$ cat src/rtl/xmit_pkt_gen.sv
// Packet stimulus generator: N low-priority packets then one high-priority packet per loop.
// Define PKT_GEN_INCR_DATA_EN for incrementing payload bytes (seed + beat); default is constant seed.
module xmit_pkt_gen #(
  parameter int unsigned DATA_W  = 8,
  parameter int unsigned LEN_W   = 12,
  parameter int unsigned CNT_W   = 16,
  parameter int unsigned LO_SEED = 0,
  parameter int unsigned HI_SEED = 240
) (
  input  logic                 clk_sys,
  input  logic                 reset,
  input  logic                 start,
  input  logic                 stop,
  input  logic                 ready,
  input  logic [LEN_W-1:0]     cfg_len_lo,
  input  logic [LEN_W-1:0]     cfg_len_hi,
  input  logic [7:0]           cfg_num_lo,
  input  logic [CNT_W-1:0]     cfg_num_loops,
  input  logic [7:0]           cfg_gap,
  output logic [DATA_W-1:0]    f_data_in,
  output logic                 f_rec_data_valid,
  output logic [2*LEN_W-1:0]   f_ctrl_in,
  output logic                 f_rec_frame_valid,
  output logic                 f_hi_priority,
  output logic                 busy,
  output logic                 done,
  output logic [CNT_W-1:0]     pkt_count
);

  typedef enum logic [2:0] {StIdle, StFirst, StData, StEndPkt, StGap, StDone} state_e;

  state_e             state_q, state_d;
  logic [LEN_W-1:0]   len_lo_q, len_lo_d, len_hi_q, len_hi_d;
  logic [7:0]         num_lo_q, num_lo_d, gap_q, gap_d;
  logic [CNT_W-1:0]   num_loops_q, num_loops_d;
  logic [DATA_W-1:0]  lo_seed_q, lo_seed_d, hi_seed_q, hi_seed_d;
  logic [LEN_W-1:0]   beat_q, beat_d;
  logic [7:0]         lo_idx_q, lo_idx_d, gap_cnt_q, gap_cnt_d;
  logic [CNT_W-1:0]   loops_q, loops_d, pkt_count_q, pkt_count_d;
  logic               hi_q, hi_d, stop_q, stop_d;

  logic [LEN_W-1:0]   len_cur, len_eff;
  logic [DATA_W-1:0]  seed_cur;
  logic               valid, load, last_loop;

  always_ff @(posedge clk_sys or negedge reset) begin
    if (!reset) begin
      state_q     <= StIdle;
      len_lo_q    <= '0;
      len_hi_q    <= '0;
      num_lo_q    <= '0;
      gap_q       <= '0;
      num_loops_q <= '0;
      lo_seed_q   <= DATA_W'(LO_SEED);
      hi_seed_q   <= DATA_W'(HI_SEED);
      beat_q      <= '0;
      lo_idx_q    <= '0;
      gap_cnt_q   <= '0;
      loops_q     <= '0;
      pkt_count_q <= '0;
      hi_q        <= 1'b0;
      stop_q      <= 1'b0;
    end else begin
      state_q     <= state_d;
      len_lo_q    <= len_lo_d;
      len_hi_q    <= len_hi_d;
      num_lo_q    <= num_lo_d;
      gap_q       <= gap_d;
      num_loops_q <= num_loops_d;
      lo_seed_q   <= lo_seed_d;
      hi_seed_q   <= hi_seed_d;
      beat_q      <= beat_d;
      lo_idx_q    <= lo_idx_d;
      gap_cnt_q   <= gap_cnt_d;
      loops_q     <= loops_d;
      pkt_count_q <= pkt_count_d;
      hi_q        <= hi_d;
      stop_q      <= stop_d;
    end
  end

  always_comb begin
    state_d     = state_q;
    len_lo_d    = len_lo_q;
    len_hi_d    = len_hi_q;
    num_lo_d    = num_lo_q;
    gap_d       = gap_q;
    num_loops_d = num_loops_q;
    lo_seed_d   = lo_seed_q;
    hi_seed_d   = hi_seed_q;
    beat_d      = beat_q;
    lo_idx_d    = lo_idx_q;
    gap_cnt_d   = gap_cnt_q;
    loops_d     = loops_q;
    pkt_count_d = pkt_count_q;
    hi_d        = hi_q;
    stop_d      = stop_q;
    last_loop   = 1'b0;

    len_cur = hi_q ? len_hi_q : len_lo_q;
    len_eff = (len_cur == '0) ? LEN_W'(1) : len_cur;
    load    = start && ((state_q == StIdle) || (state_q == StDone));

    unique case (state_q)
      StIdle, StDone: begin
        stop_d  = 1'b0;
        state_d = StIdle;
        // start outranks a simultaneous stop: stop is not captured here
        if (load) begin
          len_lo_d    = cfg_len_lo;
          len_hi_d    = cfg_len_hi;
          num_lo_d    = cfg_num_lo;
          gap_d       = cfg_gap;
          num_loops_d = cfg_num_loops;
          hi_d        = (cfg_num_lo == 8'd0);
          lo_idx_d    = '0;
          loops_d     = '0;
          pkt_count_d = '0;
          beat_d      = '0;
          state_d     = StFirst;
        end
      end
      StFirst: begin
        stop_d = stop_q | stop;
        if (ready) begin
          if (len_eff == LEN_W'(1)) begin
            state_d = StEndPkt;
          end else begin
            beat_d  = LEN_W'(1);
            state_d = StData;
          end
        end
      end
      StData: begin
        stop_d = stop_q | stop;
        if (ready) begin
          if (beat_q == len_eff - LEN_W'(1)) state_d = StEndPkt;
          else                               beat_d  = beat_q + LEN_W'(1);
        end
      end
      StEndPkt: begin
        pkt_count_d = pkt_count_q + CNT_W'(1);
        beat_d      = '0;
        if (hi_q) begin
          hi_seed_d = hi_seed_q + DATA_W'(1);
          loops_d   = loops_q + CNT_W'(1);
          lo_idx_d  = '0;
          hi_d      = (num_lo_q == 8'd0);
          last_loop = (num_loops_q != '0) && (loops_d == num_loops_q);
        end else begin
          lo_seed_d = lo_seed_q + DATA_W'(1);
          lo_idx_d  = lo_idx_q + 8'd1;
          hi_d      = (lo_idx_d == num_lo_q);
        end
        if (last_loop || stop_q || stop) begin
          state_d = StDone;
        end else if (gap_q != 8'd0) begin
          gap_cnt_d = gap_q;
          state_d   = StGap;
        end else begin
          state_d = StFirst;
        end
      end
      StGap: begin
        if (stop_q || stop)           state_d   = StDone;
        else if (gap_cnt_q <= 8'd1)   state_d   = StFirst;
        else                          gap_cnt_d = gap_cnt_q - 8'd1;
      end
      default: state_d = StIdle;
    endcase
  end

  always_comb begin
    valid    = (state_q == StFirst) || (state_q == StData);
    seed_cur = hi_q ? hi_seed_q : lo_seed_q;
`ifdef PKT_GEN_INCR_DATA_EN
    f_data_in = valid ? (seed_cur + DATA_W'(beat_q)) : '0;
`else
    f_data_in = valid ? seed_cur : '0;
`endif
    f_rec_data_valid  = valid;
    f_rec_frame_valid = (state_q == StFirst);
    f_ctrl_in         = (state_q == StFirst) ? {len_eff, len_eff} : '0;
    f_hi_priority     = valid & hi_q;
    busy              = (state_q != StIdle) && (state_q != StDone);
    done              = (state_q == StDone);
    pkt_count         = pkt_count_q;
  end

endmodule

$ cat config.mk
export PLATFORM = sky130hd
export DESIGN_NAME = xmit_pkt_gen
export DESIGN_NICKNAME = d
export VERILOG_FILES = /design/src/rtl/xmit_pkt_gen.sv
export SDC_FILE = /design/constraint.sdc
export NUM_CORES = 1
export LEC_CHECK = 0
export BUFFER_PORTS_ARGS = -buffer_cell sky130_fd_sc_hd__buf_2
export CAP_MARGIN = 0
export CORE_MARGIN = 4
export CORE_UTILIZATION = 30
export CTS_CLUSTER_SIZE = 12
export DETAILED_ROUTE_END_ITERATION = 12
export REMOVE_ABC_BUFFERS = 1
export SLEW_MARGIN = 20
export SYNTH_ARGS = -nofsm -noshare
export SYNTH_HDL_FRONTEND = slang
export SYNTH_SLANG_ARGS = --single-unit
$ cat constraint.sdc
create_clock -name clk_sys -period 3.39 [get_ports clk_sys]
set_input_delay 0.339 -clock clk_sys [delete_from_list [all_inputs] [get_ports clk_sys]]
set_output_delay 0.339 -clock clk_sys [all_outputs]
set_load 0.005 [all_outputs]
Word level (Yosys, flattened, before mapping) --
Index checks and enable logic that the tools add are counted.
Cells by class: add/subtract/negate cells 8, magnitude comparators 1, equality and inequality tests 22, multiplexer cells 39, bitwise gates (word level) 3, reductions and logical operators 29
Operators with widths (count):
- 12-bit 2-to-1 mux | 7
- 8-bit 2-to-1 mux | 8
- 16-bit one-hot mux with 2 select lines | 2
- 12-bit one-hot mux with 4 select lines | 1
- 16-bit by 1-bit adder with 16-bit output (second input constant) | 2
- 16-bit 2-to-1 mux | 2
- 8-bit one-hot mux with 2 select lines | 2
- 8-bit by 1-bit adder with 8-bit output (second input constant) | 3
- 24-bit 2-to-1 mux | 1
- 2-bit != test (second input constant) | 11
- 3-bit 2-to-1 mux | 7
- 16-bit equality test | 1
- 8-bit zero test | 2
- 16-bit nonzero test | 1
- 3-bit one-hot mux with 5 select lines | 1
- 12-bit by 1-bit adder with 12-bit output (second input constant) | 1
- 12-bit by 1-bit equality test with 1-bit output (second input constant) | 1
- 12-bit equality test | 1
- 12-bit zero test | 1
- 12-bit by 1-bit subtractor with 12-bit output (second input constant) | 1
- 8-bit equality test | 1
- 8-bit by 1-bit <= comparator with 1-bit output (second input constant) | 1
- 2-bit AND reduction | 4
- 8-bit nonzero test | 1
- other kinds (21) | 39
Storage, ports and cells: register bits after elaboration 137, bits of input ports 61, output and inout port bits 53, word-level logic and storage cells 117

Logic depth before layout (Yosys ltp) --
word-level depth 9, gate-level depth with buffers 16, gate-level depth less buffers 12

Least setup slack after synthesis --
No wires, ideal clock.
path kind reg2reg, from register hi_q, to register beat_q[9], library setup time 0.067 ns, arrival time 3.316 ns, data required time 3.323 ns, path slack 0.006 ns, stages on the path, launching flop included 16, buffers on the path 4, period minus slack after synthesis 3.384 ns, path through dfrtp_1 buf_6 or3b_4 o2bb2a_1 buf_4 a21oi_1 ha_1 a21boi_4 o21ai_2 or3_1 a221o_1 nor4_4 buf_6 buf_12 o211ai_2 nand3_2
On the way: word-level cells in the longest chain between the ends 7, elaborated cells on any way between the ends 9, those cells by class add/sub (1); eq/ne (4); mux (2); reduce/logical (2)
Ends and longest elaborated chain:
- start: declaration | RTL line 40 | logic hi_q, hi_d, stop_q, stop_d;
- start signal: assignment | RTL line 77 | hi_q <= hi_d;
- 12-bit 2-to-1 mux (*) | RTL line 100 | len_cur = hi_q ? len_hi_q : len_lo_q;
- 12-bit zero test | RTL line 101 | len_eff = (len_cur == '0) ? LEN_W'(1) : len_cur;
- 12-bit 2-to-1 mux (*) | RTL line 101
- 12-bit by 1-bit subtractor with 12-bit output | RTL line 137 | if (beat_q == len_eff - LEN_W'(1)) state_d = StEndPkt;
- 12-bit equality test | RTL line 137
- 2-bit != test (no line)
- 6-bit AND reduction (no line) (*)
- end signal: assignment | RTL line 72 | beat_q <= beat_d;
- end: declaration | RTL line 37 | logic [LEN_W-1:0] beat_q, beat_d;
Mark *: on every way between the ends. The rest lies on a longest branch, timed or not. A chain may end at the register's enable or synchronous reset.

Worst setup path in the final report --
from register hi_q, to register state_q[0]
On the way: word-level cells in the longest chain between the ends 7, elaborated cells on any way between the ends 16, those cells by class add/sub (1); eq/ne (3); mux (8); reduce/logical (4)
Ends and longest elaborated chain:
- 12-bit 2-to-1 mux | RTL line 100
- 12-bit zero test | RTL line 101
- 12-bit 2-to-1 mux | RTL line 101
- 12-bit by 1-bit subtractor with 12-bit output / 12-bit by 1-bit equality test with 1-bit output (equally long branches) | RTL line 137, 126
- 12-bit equality test / 1-bit 2-to-1 mux (equally long branches) | RTL line 137, 126
- 2-bit != test (no line) / 3-bit 2-to-1 mux (equally long branches)
- 4-bit AND reduction (no line) / 3-bit one-hot mux with 5 select lines (equally long branches)
- end signal: assignment | RTL line 48 | state_q <= StIdle;
- end signal: assignment | RTL line 64 | state_q <= state_d;
- end: declaration | RTL line 32 | state_e state_q, state_d;
Several ways; a longest one is shown, not always the timed one. The select of a mux whose other input is x is not followed.

==> run summary <==
status: complete, no violations
CTS tree: yes
Starting Density: 30.71%
register area: 3435 um2
Clock Latency Late Sink: 0.42 ns
Hold WS: 0.1012 ns
clk sinks: 137
crit path max fanout: 6
post-synth cell types: 72
worst r2r src: hi_q
pwr dens: 815.0 nW/um2
post-synth top area share: 41.36%
register area share after synthesis: 42.66%
DR WL/cell: 16.07 um
dpl ws: -0.07989 ns
Final Setup Violations: 0
CP endpoint: state_q[0]
die area: 29510 um2
final instance area: 9793 um2
Multi-input gate area: 4310 um2
share of layout cells above drive strength 1: 23.50%
Port-buffer cells: 113
# nets final: 1122
Pleak: 4.629 nW
Most used DFF post-synth: dfrtp_1
count leader, synth: nand2_1
most frequent cells after synthesis: nand2_1 (235), dfrtp_1 (133), o21ai_0 (66), nor2_1 (58), xnor2_1 (42)
number of max-cap violations: 0
Ports: 114
Setup CP Type: register to register
vias per cell: 5.144
endpoint of the worst-slack reg-to-reg timing path: state_q[0]
Worst VDD drop: 0.0003240 V
HPWL after detailed placement: 15600 um
Worst Setup Slack, final: 0.02743 ns
clock buffer depth: 2
worst hold path class: input pin to register
DRT antenna net count: 0
DR vias: 7201
FFs w/ async S/R, synth: 100.0%
htree depth: 4
min Tclk post-route: 3.363 ns
drt pass-1 iters: 8
Area after DPL: 8965 um2
GRT Overall Usage: 15.13%
Setup TNS Final: 0 ns
Max Clk Rate: 0.2974 GHz
TritonCTS buffer count: 17
Tcrit/Tclk final: 99.19%
Slew Limit Headroom: 37.89%
Post-Syn Area: 8048 um2
drt drc: 0
fill count: 2667
GR Overflow Total: 0
initial antenna violation count: 0
Worst-Margin Slew: 0.9282 ns
Starting DRT DRC Count: 543
GP Congestion: 0.8398
Die H: 171.8 um
final hold violations: 0
crit path from: hi_q
hold_sp: cfg_num_loops[7]
core area: 26210 um2
Startpoint Class: register
WP data arrival: 3.71 ns
r2r setup slk: 0.03 ns
synth-to-layout area growth: 21.69%
R2R depth: 16
Slew Viols, Final: 0
EDFF count, synth: 0
post-synth top area cell: dfrtp_1
final setup skew: 0.01317 ns
Yosys Warn Count: 0
post-synthesis register bit count: 137
Worst setup EP type: register
Synth Instances: 937
final core occ: 37.37%
unrepaired setup endpoints after global routing: yes
pin count of the biggest net entering global routing: 82
std cell rows: 59
average size of a mapped cell: 8.589 um2
Synth area leaders: dfrtp_1 (41%), nand2_1 (11%), xnor2_1 (4.6%)
CTS root buf: clkbuf_16
routed wire length: 22500 um
CTS clk-pin slew, worst paths: 0.07 ns
global-route wire length before repair: 36040 um
die width: 171.8 um
Req. time, crit path: 3.73 ns
vias in the first global route: 6868
[kinds of logic after synthesis]
logic type	Yosys count	synth area share, %
and+or+nand+nor	464	27.69
AOI/OAI and AO/OA	163	13.32
buffers and inverters	77	4.928
adders and majority gates	10	1.555
xor gates and xnor gates	66	7.183
DFF	137	42.66
muxes	20	2.659
[stage by stage]
stage | cells | total power, mW
6_report | 1400 | 7.982
5_1_grt | 1399 | 8.553
4_1_cts | 1394 | 7.905
3_5_place_dp | 1354 | 5.783
3_3_place_gp | 1354 | 5.724
2_1_floorplan | 874 | 4.603
[per-layer routing]
| metal | wire length (um) | global-route usage, % |
|---|---|---|
| met5 | 0 | 0 |
| met4 | 234 | 3.623 |
| met3 | 1443 | 3.447 |
| met2 | 9824 | 23.00 |
| met1 | 10990 | 21.96 |
[state kept, by name, summed over array words and instances, names as in the netlist, 8 cells and up]
| signal | count |
|---|---|
| loops_q | 16 |
| gap_q | 8 |
| gap_cnt_q | 8 |
| num_loops_q | 16 |
| hi_seed_q | 8 |
| num_lo_q | 8 |
| lo_idx_q | 8 |
| len_hi_q | 12 |
| pkt_count | 16 |
| len_lo_q | 12 |
| lo_seed_q | 8 |
| beat_q | 12 |
[layout make-up]
class | instances | area share, %
multi-input cells | 723 | 44.01
repair buffers | 158 | 10.03
clock buffers | 18 | 4.382
well taps | 335 | 4.280
clock inverters | 14 | 1.661
inverters | 14 | 0.5366
flip-flops and latches | 137 | 35.07
diodes | 1 | 0.02555
[critical path, cell delays in order, from the launching register on]
cell       delay (ns)
dfrtp_2          0.42
buf_12           0.14
buf_8            0.12
nor3b_4          0.15
o22ai_2          0.23
nor2_4           0.05
a21oi_2          0.17
ha_2             0.20
a21boi_4         0.18
o21ai_2          0.08
or3_1            0.31
a221o_1          0.36
nor4_4           0.32
buf_4            0.19
clkbuf_16        0.15
o32ai_1          0.07
a21oi_1          0.15
[power by group]
group	internal, mW	switching, mW	leakage, nW
Clock	1.11	0.796	0.293
Sequential	2.10	0.551	1.77
Combinational	1.48	1.95	2.56
[worst min path at each step]
stage	end	cells past startpoint	slack, ns
global placement	len_hi_q[5]	1	0.45
CTS	num_loops_q[7]	3	0.08
finish	num_loops_q[7]	3	0.10
global route	gap_q[5]	3	0.09
floorplan	beat_q[0]	0	0.04
detailed placement	len_lo_q[5]	1	0.45
[cells in the final DEF (no fill, tap or decap), types with 4 or more instances in the layout]
master,Yosys,routed
and3_1,20,20
clkbuf_16,0,18
clkinv_4,0,4
dfstp_2,4,4
dfrtp_1,133,132
inv_6,0,4
nand2b_1,6,6
and2_1,9,8
nand3b_1,4,4
buf_4,13,37
buf_2,6,112
o211ai_1,6,6
nor4_1,11,11
or4_2,10,10
xor2_1,24,24
nand3_1,39,39
ha_1,10,9
a21oi_1,29,28
nand3_2,8,8
inv_1,14,14
nand2_1,235,234
a31oi_1,5,5
o21ai_0,66,66
xnor2_1,42,42
o211ai_2,9,9
o31ai_1,11,11
nor3b_1,7,6
mux2i_1,18,18
nand4_1,18,18
and4_1,4,4
or3_1,6,6
nor3_1,12,10
nor2_1,58,57
[timing repair]
item / 4_1_cts / 5_1_grt
endpoints found under the hold margin: 1 / 0
endpoints found under the setup margin: 13 / 13
pin swaps: 9 / 24
hold buffers: 1 / 0
cloned: 2 / 0
gates resized for setup: 18 / 6
setup buffers: 5 / 7
Power figures use the tool's default switching activity.
